`config.mk`:
```
export PLATFORM = sky130hd
export DESIGN_NAME = seg_scan_driver
export DESIGN_NICKNAME = d
export VERILOG_FILES = /design/src/rtl/seg_defs_pkg.sv /design/src/rtl/seg_hex_decode.sv /design/src/rtl/seg_scan_driver.sv
export SDC_FILE = /design/constraint.sdc
export NUM_CORES = 1
export LEC_CHECK = 0
export BUFFER_PORTS_ARGS = -buffer_cell sky130_fd_sc_hd__buf_2
export CELL_PAD_IN_SITES_DETAIL_PLACEMENT = 1
export CELL_PAD_IN_SITES_GLOBAL_PLACEMENT = 1
export CORE_ASPECT_RATIO = 1.4
export CORE_MARGIN = 5
export CORE_UTILIZATION = 35
export CTS_CLUSTER_SIZE = 10
export DETAILED_ROUTE_END_ITERATION = 6
export GPL_TIMING_DRIVEN = 0
export PLACE_DENSITY_LB_ADDON = 0.15
export SLEW_MARGIN = 20
export SYNTH_ARGS = -nofsm -noshare
export SYNTH_HDL_FRONTEND = slang
export SYNTH_SLANG_ARGS = --single-unit
```
`constraint.sdc`:
```
create_clock -name clk -period 5.9 [get_ports clk]
set_input_delay 0.59 -clock clk [delete_from_list [all_inputs] [get_ports clk]]
set_output_delay 0.59 -clock clk [all_outputs]
set_load 0.01 [all_outputs]
```
`src/rtl/seg_defs_pkg.sv`:
```
// ----------------------------------------------------------------------------
// seg_defs
//   Shared 7-segment definitions: active-high a..g patterns for the hex digits
//   0..F and the bit positions of each segment within the 8-bit segment bus
//   {dp, a, b, c, d, e, f, g}.
// ----------------------------------------------------------------------------
package seg_defs;

    // Seven segments a..g, a in bit 6 down to g in bit 0, 1 = lit.
    typedef logic [6:0] seg7_t;

    // Bit positions on the 8-bit segment bus.
    localparam int SEG_DP = 7;
    localparam int SEG_A  = 6;
    localparam int SEG_B  = 5;
    localparam int SEG_C  = 4;
    localparam int SEG_D  = 3;
    localparam int SEG_E  = 2;
    localparam int SEG_F  = 1;
    localparam int SEG_G  = 0;

    // Hex glyphs (lower-case b and d so they are distinct from 8 and 0).
    localparam seg7_t SEG_0 = 7'h7E;
    localparam seg7_t SEG_1 = 7'h30;
    localparam seg7_t SEG_2 = 7'h6D;
    localparam seg7_t SEG_3 = 7'h79;
    localparam seg7_t SEG_4 = 7'h33;
    localparam seg7_t SEG_5 = 7'h5B;
    localparam seg7_t SEG_6 = 7'h5F;
    localparam seg7_t SEG_7 = 7'h70;
    localparam seg7_t SEG_8 = 7'h7F;
    localparam seg7_t SEG_9 = 7'h7B;
    localparam seg7_t SEG_A_HEX = 7'h77;
    localparam seg7_t SEG_B_HEX = 7'h1F;
    localparam seg7_t SEG_C_HEX = 7'h4E;
    localparam seg7_t SEG_D_HEX = 7'h3D;
    localparam seg7_t SEG_E_HEX = 7'h4F;
    localparam seg7_t SEG_F_HEX = 7'h47;

endpackage

```
`src/rtl/seg_hex_decode.sv`:
```
// ----------------------------------------------------------------------------
// seg_hex_decode
//   Combinational hex-nibble to 7-segment decoder, active-high a..g.
//   Ports:
//     nibble  in   4   hex value 0..F
//     segs    out  7   {a, b, c, d, e, f, g}, 1 = segment lit
// ----------------------------------------------------------------------------
module seg_hex_decode
    import seg_defs::*;
(
    input  logic [3:0] nibble,
    output seg7_t      segs
);

    // NOTE: every signal written in an always_comb gets a default before any
    // branch, so no path can leave it unassigned and infer a latch.
    always_comb begin
        segs = SEG_0;
        case (nibble)
            4'h0: segs = SEG_0;
            4'h1: segs = SEG_1;
            4'h2: segs = SEG_2;
            4'h3: segs = SEG_3;
            4'h4: segs = SEG_4;
            4'h5: segs = SEG_5;
            4'h6: segs = SEG_6;
            4'h7: segs = SEG_7;
            4'h8: segs = SEG_8;
            4'h9: segs = SEG_9;
            4'hA: segs = SEG_A_HEX;
            4'hB: segs = SEG_B_HEX;
            4'hC: segs = SEG_C_HEX;
            4'hD: segs = SEG_D_HEX;
            4'hE: segs = SEG_E_HEX;
            4'hF: segs = SEG_F_HEX;
            default: segs = SEG_0;
        endcase
    end

endmodule

```
`src/rtl/seg_scan_driver.sv`:
```
// ----------------------------------------------------------------------------
// seg_scan_driver
//   Time-multiplexed DIGITS-digit 7-segment driver with per-digit dot/blank,
//   leading-zero suppression, PWM brightness and frame-latched inputs.
//   Ports:
//     clk         in   1           system clock
//     reset       in   1           synchronous, active-high reset
//     data        in   4*DIGITS    hex nibbles, digit k = data[4k+3:4k], digit 0 rightmost
//     dots        in   DIGITS      decimal point for digit k
//     blank       in   DIGITS      force digit k fully dark
//     lzs         in   1           leading-zero suppression enable
//     brightness  in   BRIGHT_W    0 = dimmest, all-ones = full on (sampled live)
//     seg         out  8           {dp, a, b, c, d, e, f, g}
//     an          out  DIGITS      one-hot digit enable
//     frame_tick  out  1           one-cycle pulse at the start of each frame
// ----------------------------------------------------------------------------
module seg_scan_driver
    import seg_defs::*;
#(
    parameter int DIGITS     = 4,
    parameter int CLK_DIV    = 50000,
    parameter int BRIGHT_W   = 4,
    parameter int ACTIVE_LOW = 1
) (
    input  logic                  clk,
    input  logic                  reset,
    input  logic [4*DIGITS-1:0]   data,
    input  logic [DIGITS-1:0]     dots,
    input  logic [DIGITS-1:0]     blank,
    input  logic                  lzs,
    input  logic [BRIGHT_W-1:0]   brightness,
    output logic [7:0]            seg,
    output logic [DIGITS-1:0]     an,
    output logic                  frame_tick
);

    localparam int CNT_W = (CLK_DIV > 1) ? $clog2(CLK_DIV) : 1;
    localparam int DIG_W = $clog2(DIGITS);
    localparam int LIM_W = BRIGHT_W + 32;

    localparam logic [CNT_W-1:0] LAST_CNT   = CNT_W'(CLK_DIV - 1);
    localparam logic [DIG_W-1:0] LAST_DIGIT = DIG_W'(DIGITS - 1);

    // XOR mask applied at the output registers; all internal logic is active-high.
    localparam logic POL = (ACTIVE_LOW != 0);

    // ------------------------------------------------------------------
    // Prescaler and digit counter
    // ------------------------------------------------------------------
    logic [CNT_W-1:0] pre_cnt;
    logic [DIG_W-1:0] digit;
    logic             frame_start;

    assign frame_start = (pre_cnt == '0) && (digit == '0);

    // NOTE: state registers use non-blocking assignments and sample reset on
    // the clock edge, so all flops update together from pre-edge values.
    always_ff @(posedge clk) begin
        if (reset) begin
            pre_cnt <= '0;
            digit   <= '0;
        end else if (pre_cnt == LAST_CNT) begin
            pre_cnt <= '0;
            digit   <= (digit == LAST_DIGIT) ? '0 : digit + DIG_W'(1);
        end else begin
            pre_cnt <= pre_cnt + CNT_W'(1);
        end
    end

    // ------------------------------------------------------------------
    // Frame snapshot: the display reads only these, so inputs that change
    // mid-frame take effect at the next frame boundary.
    // ------------------------------------------------------------------
    logic [4*DIGITS-1:0] snap_data;
    logic [DIGITS-1:0]   snap_dots;
    logic [DIGITS-1:0]   snap_blank;
    logic                snap_lzs;

    // NOTE: the snapshot is cleared on reset so that a reset mid-frame never
    // exposes stale contents before the fresh frame-start load.
    always_ff @(posedge clk) begin
        if (reset) begin
            snap_data  <= '0;
            snap_dots  <= '0;
            snap_blank <= '0;
            snap_lzs   <= 1'b0;
        end else if (frame_start) begin
            snap_data  <= data;
            snap_dots  <= dots;
            snap_blank <= blank;
            snap_lzs   <= lzs;
        end
    end

    always_ff @(posedge clk) begin
        if (reset) frame_tick <= 1'b0;
        else       frame_tick <= frame_start;
    end

    // ------------------------------------------------------------------
    // Leading-zero mask: digit k>0 is suppressed when it and every more
    // significant digit are zero. Digit 0 is never suppressed.
    // ------------------------------------------------------------------
    logic [DIGITS-1:0] suppress;
    logic              zero_above;

    always_comb begin
        suppress   = '0;
        zero_above = 1'b1;
        for (int k = DIGITS - 1; k > 0; k--) begin
            zero_above  = zero_above && (snap_data[4*k +: 4] == 4'h0);
            suppress[k] = snap_lzs && zero_above;
        end
    end

    // ------------------------------------------------------------------
    // Current-digit select
    // ------------------------------------------------------------------
    logic [3:0] cur_nibble;
    logic       cur_dot;
    logic       cur_blank;
    logic       cur_supp;

    always_comb begin
        cur_nibble = '0;
        cur_dot    = 1'b0;
        cur_blank  = 1'b0;
        cur_supp   = 1'b0;
        for (int k = 0; k < DIGITS; k++) begin
            if (digit == DIG_W'(k)) begin
                cur_nibble = snap_data[4*k +: 4];
                cur_dot    = snap_dots[k];
                cur_blank  = snap_blank[k];
                cur_supp   = suppress[k];
            end
        end
    end

    seg7_t hex_segs;

    seg_hex_decode u_hex_decode (
        .nibble (cur_nibble),
        .segs   (hex_segs)
    );

    // ------------------------------------------------------------------
    // PWM compare. pre_cnt==0 is always dark, giving a dead cycle between
    // digits so the previous digit's pattern never ghosts onto the next.
    // ------------------------------------------------------------------
    logic [LIM_W-1:0] on_limit;
    logic             lit;

    assign on_limit = ((LIM_W'(brightness) + LIM_W'(1)) * LIM_W'(CLK_DIV)) >> BRIGHT_W;
    assign lit      = (pre_cnt != '0) && (LIM_W'(pre_cnt) < on_limit);

    logic [7:0]        seg_on;
    logic [DIGITS-1:0] an_on;

    always_comb begin
        seg_on = '0;
        an_on  = '0;
        if (lit) begin
            an_on = DIGITS'(1) << digit;
            if (!cur_blank) begin
                seg_on[SEG_DP]    = cur_dot;
                seg_on[SEG_A:SEG_G] = cur_supp ? 7'h00 : hex_segs;
            end
        end
    end

    // ------------------------------------------------------------------
    // Output registers, polarity applied here only.
    // ------------------------------------------------------------------
    always_ff @(posedge clk) begin
        if (reset) begin
            seg <= {8{POL}};
            an  <= {DIGITS{POL}};
        end else begin
            seg <= seg_on ^ {8{POL}};
            an  <= an_on ^ {DIGITS{POL}};
        end
    end

endmodule

```
After elaboration in Yosys (flattened, before gate mapping)
Memory sizes are Yosys's and may differ from the RTL's. Index checks and enable logic that the tools add are counted.

Equal/unequal tests: 4. Multiply operators: 1. Bitwise gates (word level): 2. Multiplexer cells: 20. Reduce and logical (&&, ||, !) cells: 14. Add/subtract/negate cells: 3. Shift operators: 1. $lt $le $gt $ge: 1.

Operators with widths (number): $mux 4 (5); $lt 16x17->1 (1); $mul 5x12->17 const B (1); $add 16x1->16 const B (1); $eq 16x16->1 const B (1); $logic_not 16->1 (1); $mux 8 (2); $reduce_bool 16->1 (1); $logic_not 4->1 (3); $mux 1 (11); $not 8->8 (1); $logic_and 1x1->1 (7); $mux 7 (1); $add 4x1->5 const B (1); $eq 2x2->1 const B (2); $not 4->4 (1); $shl 1x2->4 const A (1); $add 2x1->2 const B (1); $eq 2x1->1 const B (1); $logic_not 2->1 (1); $mux 2 (1); $reduce_or 2->1 (1).

Memory bits (read-only): 112. Memories kept: 1. Word-level logic and storage cells: 56. Input bits: 31. Register bits: 56.

Memory list: (name not given) (depth 16, width 7, read ports 1, clocked after memory_dff 0, write ports 0, line seg_hex_decode.sv:19) `case (nibble)`.

Depth between registers and ports, before layout
Depth after elaboration: 11. Depth in mapped cells: 23. Mapped depth without buffers: 21.

Hierarchy
From an unflattened synthesis, not the netlist that was laid out.

Cells, all modules: 465. Area total of the unflattened synthesis: 3843.7 um2.

By module, submodules not included: seg_scan_driver (instances 1, area an instance 3559.7 um2, sequential area each 1121.1 um2, cells each 432); seg_hex_decode (instances 1, area an instance 284.0 um2, sequential area each 0.0 um2, cells each 33).

Least setup slack after synthesis
No wires, ideal clock.

Path kind: input port to flip-flop. From: input port brightness[0]. To: register seg[4]. Data arrival time: 4.766 ns. Required time: 5.773 ns. Stages on the path: 19. Setup slack: 1.007 ns. Path through: ha_1 > xor2_1 > ha_1 > xor2_1 > ha_1 > ha_1 > ha_1 > and3b_1 > nor4_1 > nor3_1 > o21a_1 > or2_2 > ha_1 > a21oi_1 > o21ai_0 > a311oi_1 > a21oi_1 > o32ai_2 > or3b_1.

Longest elaborated chain between the ends: 6.

RTL lines: start, declared (line seg_scan_driver.sv:31) `input logic [BRIGHT_W-1:0] brightness,`; $add 4x1->5 (line seg_scan_driver.sv:153) `assign on_limit = ((LIM_W'(brightness) + LIM_W'(1)) * LIM_W'(CLK_DIV)) >> BRIGHT_W;`; $mul 5x12->17 (line seg_scan_driver.sv:153); $lt 16x17->1 (line seg_scan_driver.sv:154) `assign lit = (pre_cnt != '0) && (LIM_W'(pre_cnt) < on_limit);`; $logic_and 1x1->1 (line seg_scan_driver.sv:154); $mux 8 (line seg_scan_driver.sv:162) `if (lit) begin`; $not 8->8 (no line); end signal, assigned (line seg_scan_driver.sv:176) `seg <= {8{POL}};`; end signal, assigned (line seg_scan_driver.sv:179) `seg <= seg_on ^ {8{POL}};`; end, declared (line seg_scan_driver.sv:32) `output logic [7:0] seg,`.

Every way passes these cells. A chain may end at the register's enable or synchronous reset.

Worst setup path in the final report
From: input port brightness[0]. To: register seg[7].

Same word-level chain as after synthesis.

==> run summary <==
Post-Route Utilization - 0.405
Routed via count divided by cell count - 5.08
Pins Over Slew Limit - 0
Clock skew - 0.00804 ns
FF-to-FF setup slack - 2.91 ns
Synth async-reset ratio - 0
Fin cells - 645
Critical R2R Capture - seg[6]
Total power draw - 1.09 mW
Setup ws final - 0.426 ns
Num Clock Sinks - 56
Gr ovfl total - 0
Most frequent cells in the layout - nand2_1, ha_1, dfxtp_1
Row count - 45
Pleak - 1.89 nW
Post-synthesis compound-gate area fraction - 0.155
Clock root cell - clkbuf_16
Worst hold path class - register to register
Reg clk slew, reported paths - 0.06 ns
CP required - 6.05 ns
Max H-tree Level - 2
Yosys reg bits - 56
Netlist cell types - 53
Ant diodes - 0
Fin. Hold Viols - 0
Total GRT Usage - 0.156
Relative slew slack - 0.544
Die W - 98.0 microns
Critical path class - input port to register
CTS max path bufs - 2
Initial Util - 0.353
R2R Path Start - digit[0]
Largest family of logic cells by synthesized area - simple AND/OR/NAND/NOR gates
Core ar. - 10800 sq um
Post-layout min period - 5.47 ns
Syn_area_per_cell - 8.37 sq um
Hold path depth - 2
Routability congestion estimate - 0.838
Share of cells above drive strength 1 - 0.163
Largest net degree at the start of global routing - 17
Tcrit/Tclk final - 0.928
Least-Margin Pin Slew - 0.684 ns
Setup Buffers After CTS - 0
Unrepaired setup endpoints after global routing - no
Final nets - 591
HPWL after DPL - 8260 microns
Post-synth EDFFs - 0
Final antenna-violating net count - 0
Simple-Gate Fraction of Synth Area - 0.227
Syn. warnings - 0
Clock buffer count from CTS - 5
DP Cell Count - 637
Reg area - 1120 sq um
Die area - 13100 sq um
Total wire length - 9870 microns
PortBufs - 43
Vias - 3278
Peak fanout along the critical path - 10
WL/cell - 15.3 microns
Status - completed
Fillers - 1349
# setup viols final - 0
Setup TNS - 0 ns
Most common cell after layout, fill and taps aside - nand2_1
Maxcap violations - 0
Crit start category - input port
Pre-CTS WS - -0.0591 ns
Hold Crit Endpoint - snap_dots[3]
Post-synth top flop - dfxtp_1
Crit path capture type - register
Vias in the first global route - 3508
Mapped Area - 3790 sq um
Worst R2R Path Depth - 11
IO Count - 44
CP arrival - 5.62 ns
DRT iter0 DRCs - 78
HP Start - snap_dots[3]
Post-Synthesis Cells - 453
TritonCTS clock tree - built
Multiplexer area fraction after synthesis - 0.0158
1st-pass router iterations - 4
First-pass GRT wire length - 16800 microns
Syn Nets - 541
Synthesis-to-finish area growth - 14.8%
PwrDens - 250 nW/um^2
DRC viols - 0
Xor-xnor portion of the synthesized cell area - 0.0693
Die height - 133 microns
Seq/Total Area, Yosys - 0.296
Max VDD drop - 0.000127 V
Multi-input gate area - 2500 sq um
Antenna violations before repair - 0
Fmax - 183 MHz
Worst-Skew Late Latency - 0.29 ns
Post-synthesis adder-cell area fraction - 0.190
==> layout make-up <==
class                   instances  area share
plain buffers                  17      0.0198
repair buffers                 43      0.0494
clock inverters                 2     0.00804
well taps                     141      0.0405
inverters                      24      0.0207
flip-flops and latches         56       0.257
multi-input cells             356       0.575
clock buffers                   6      0.0296
==> per-layer routing <==
layer  up-vias  track usage  share of wire
met3        14       0.0204          0.024
li1       1665            -              -
met1      1562        0.159           0.38
met5         -            0              0
met2        37        0.312           0.57
met4         0       0.0624          0.025
==> worst max path at each step <==
| stage | startpoint | end | slack [ns] | cells past startpoint |
|---|---|---|---|---|
| finish | brightness[0] | seg[7] | 0.43 | 21 |
| global placement | brightness[0] | seg[7] | 0.01 | 21 |
| detailed placement | brightness[0] | seg[7] | -0.06 | 21 |
| CTS | brightness[0] | seg[7] | 0.23 | 21 |
| floorplan | brightness[0] | seg[4] | 1.01 | 19 |
| global route | brightness[0] | seg[7] | 0.17 | 22 |
==> cells by family after synthesis <==
family                   count (synthesis)
AO/OA/AOI/OAI                           87
AND/OR/NAND/NOR                        175
adder cells (fa/ha/maj)                 57
other                                    1
multiplexers                             6
flip-flops                              56
XOR/XNOR                                30
buffers and inverters                   41
==> repair_timing <==
item,4_1_cts,5_1_grt
endpoints found under the setup margin,0,4
hold buffers,0,0
resized for setup,0,1
==> Yosys cell counts, drive strengths merged (2+ instances only) <==
cell type / n / area, sq um
a21o: 4 / 30.0
a211oi: 8 / 60.1
clkbuf: 11 / 41.3
o21a: 2 / 15.0
or3: 2 / 12.5
a311oi: 3 / 26.3
xor2: 16 / 140
a21oi: 42 / 248
nor4: 7 / 58.8
nor3: 4 / 20.0
or4: 2 / 15.0
nor3b: 4 / 30.0
nand3: 16 / 80.1
and2: 3 / 18.8
a211o: 2 / 17.5
nand2: 74 / 303
buf: 6 / 45.0
ha: 56 / 701
mux2i: 6 / 60.1
o211ai: 4 / 30.0
o22ai: 3 / 18.8
and3: 4 / 25.0
nor2b: 6 / 37.5
inv: 24 / 90.1
xnor2: 14 / 123
dfxtp: 56 / 1120
o21bai: 2 / 15.0
nor2: 38 / 143
or2: 2 / 12.5
a31oi: 3 / 18.8
a221o: 2 / 20.0
o21ai: 6 / 30.0
nand3b: 6 / 45.0
==> where the power goes <==
part           leakage [nW]  switching (mW)  internal [mW]  total [mW]
Combinational          1.35           0.194          0.146       0.340
Sequential            0.459          0.0163          0.403       0.419
Clock                0.0808           0.131          0.200       0.331
==> through the flow <==
stage | area [sq um] | hold WS, ns
global route | 4360 | 0.484
floorplan | 3790 | 0.432
detailed placement | 4190 | 0.452
CTS | 4350 | 0.462
finish | 4360 | 0.458
global placement | 4190 | 0.439
==> worst max-delay path: stages <==
cell	delay (ns)
buf_2	0.19
ha_1	0.21
xor2_1	0.33
ha_1	0.28
xor2_1	0.15
ha_1	0.25
ha_1	0.28
ha_1	0.34
and3b_1	0.22
nor4_2	0.28
nor3_1	0.15
o21a_1	0.19
or2_2	0.29
ha_1	0.30
a21oi_1	0.14
o21ai_0	0.17
o2111ai_1	0.30
a21oi_1	0.08
o32ai_2	0.45
buf_2	0.30
nand4_1	0.11
==> sequential cells by signal (all words and copies together), names as in the netlist <==
register / cells
pre_cnt: 16
snap_data: 16
seg: 8
an: 4
snap_blank: 4
snap_dots: 4
digit: 2
frame_tick: 1
snap_lzs: 1
No activity file was read; power rests on OpenSTA's default activity.
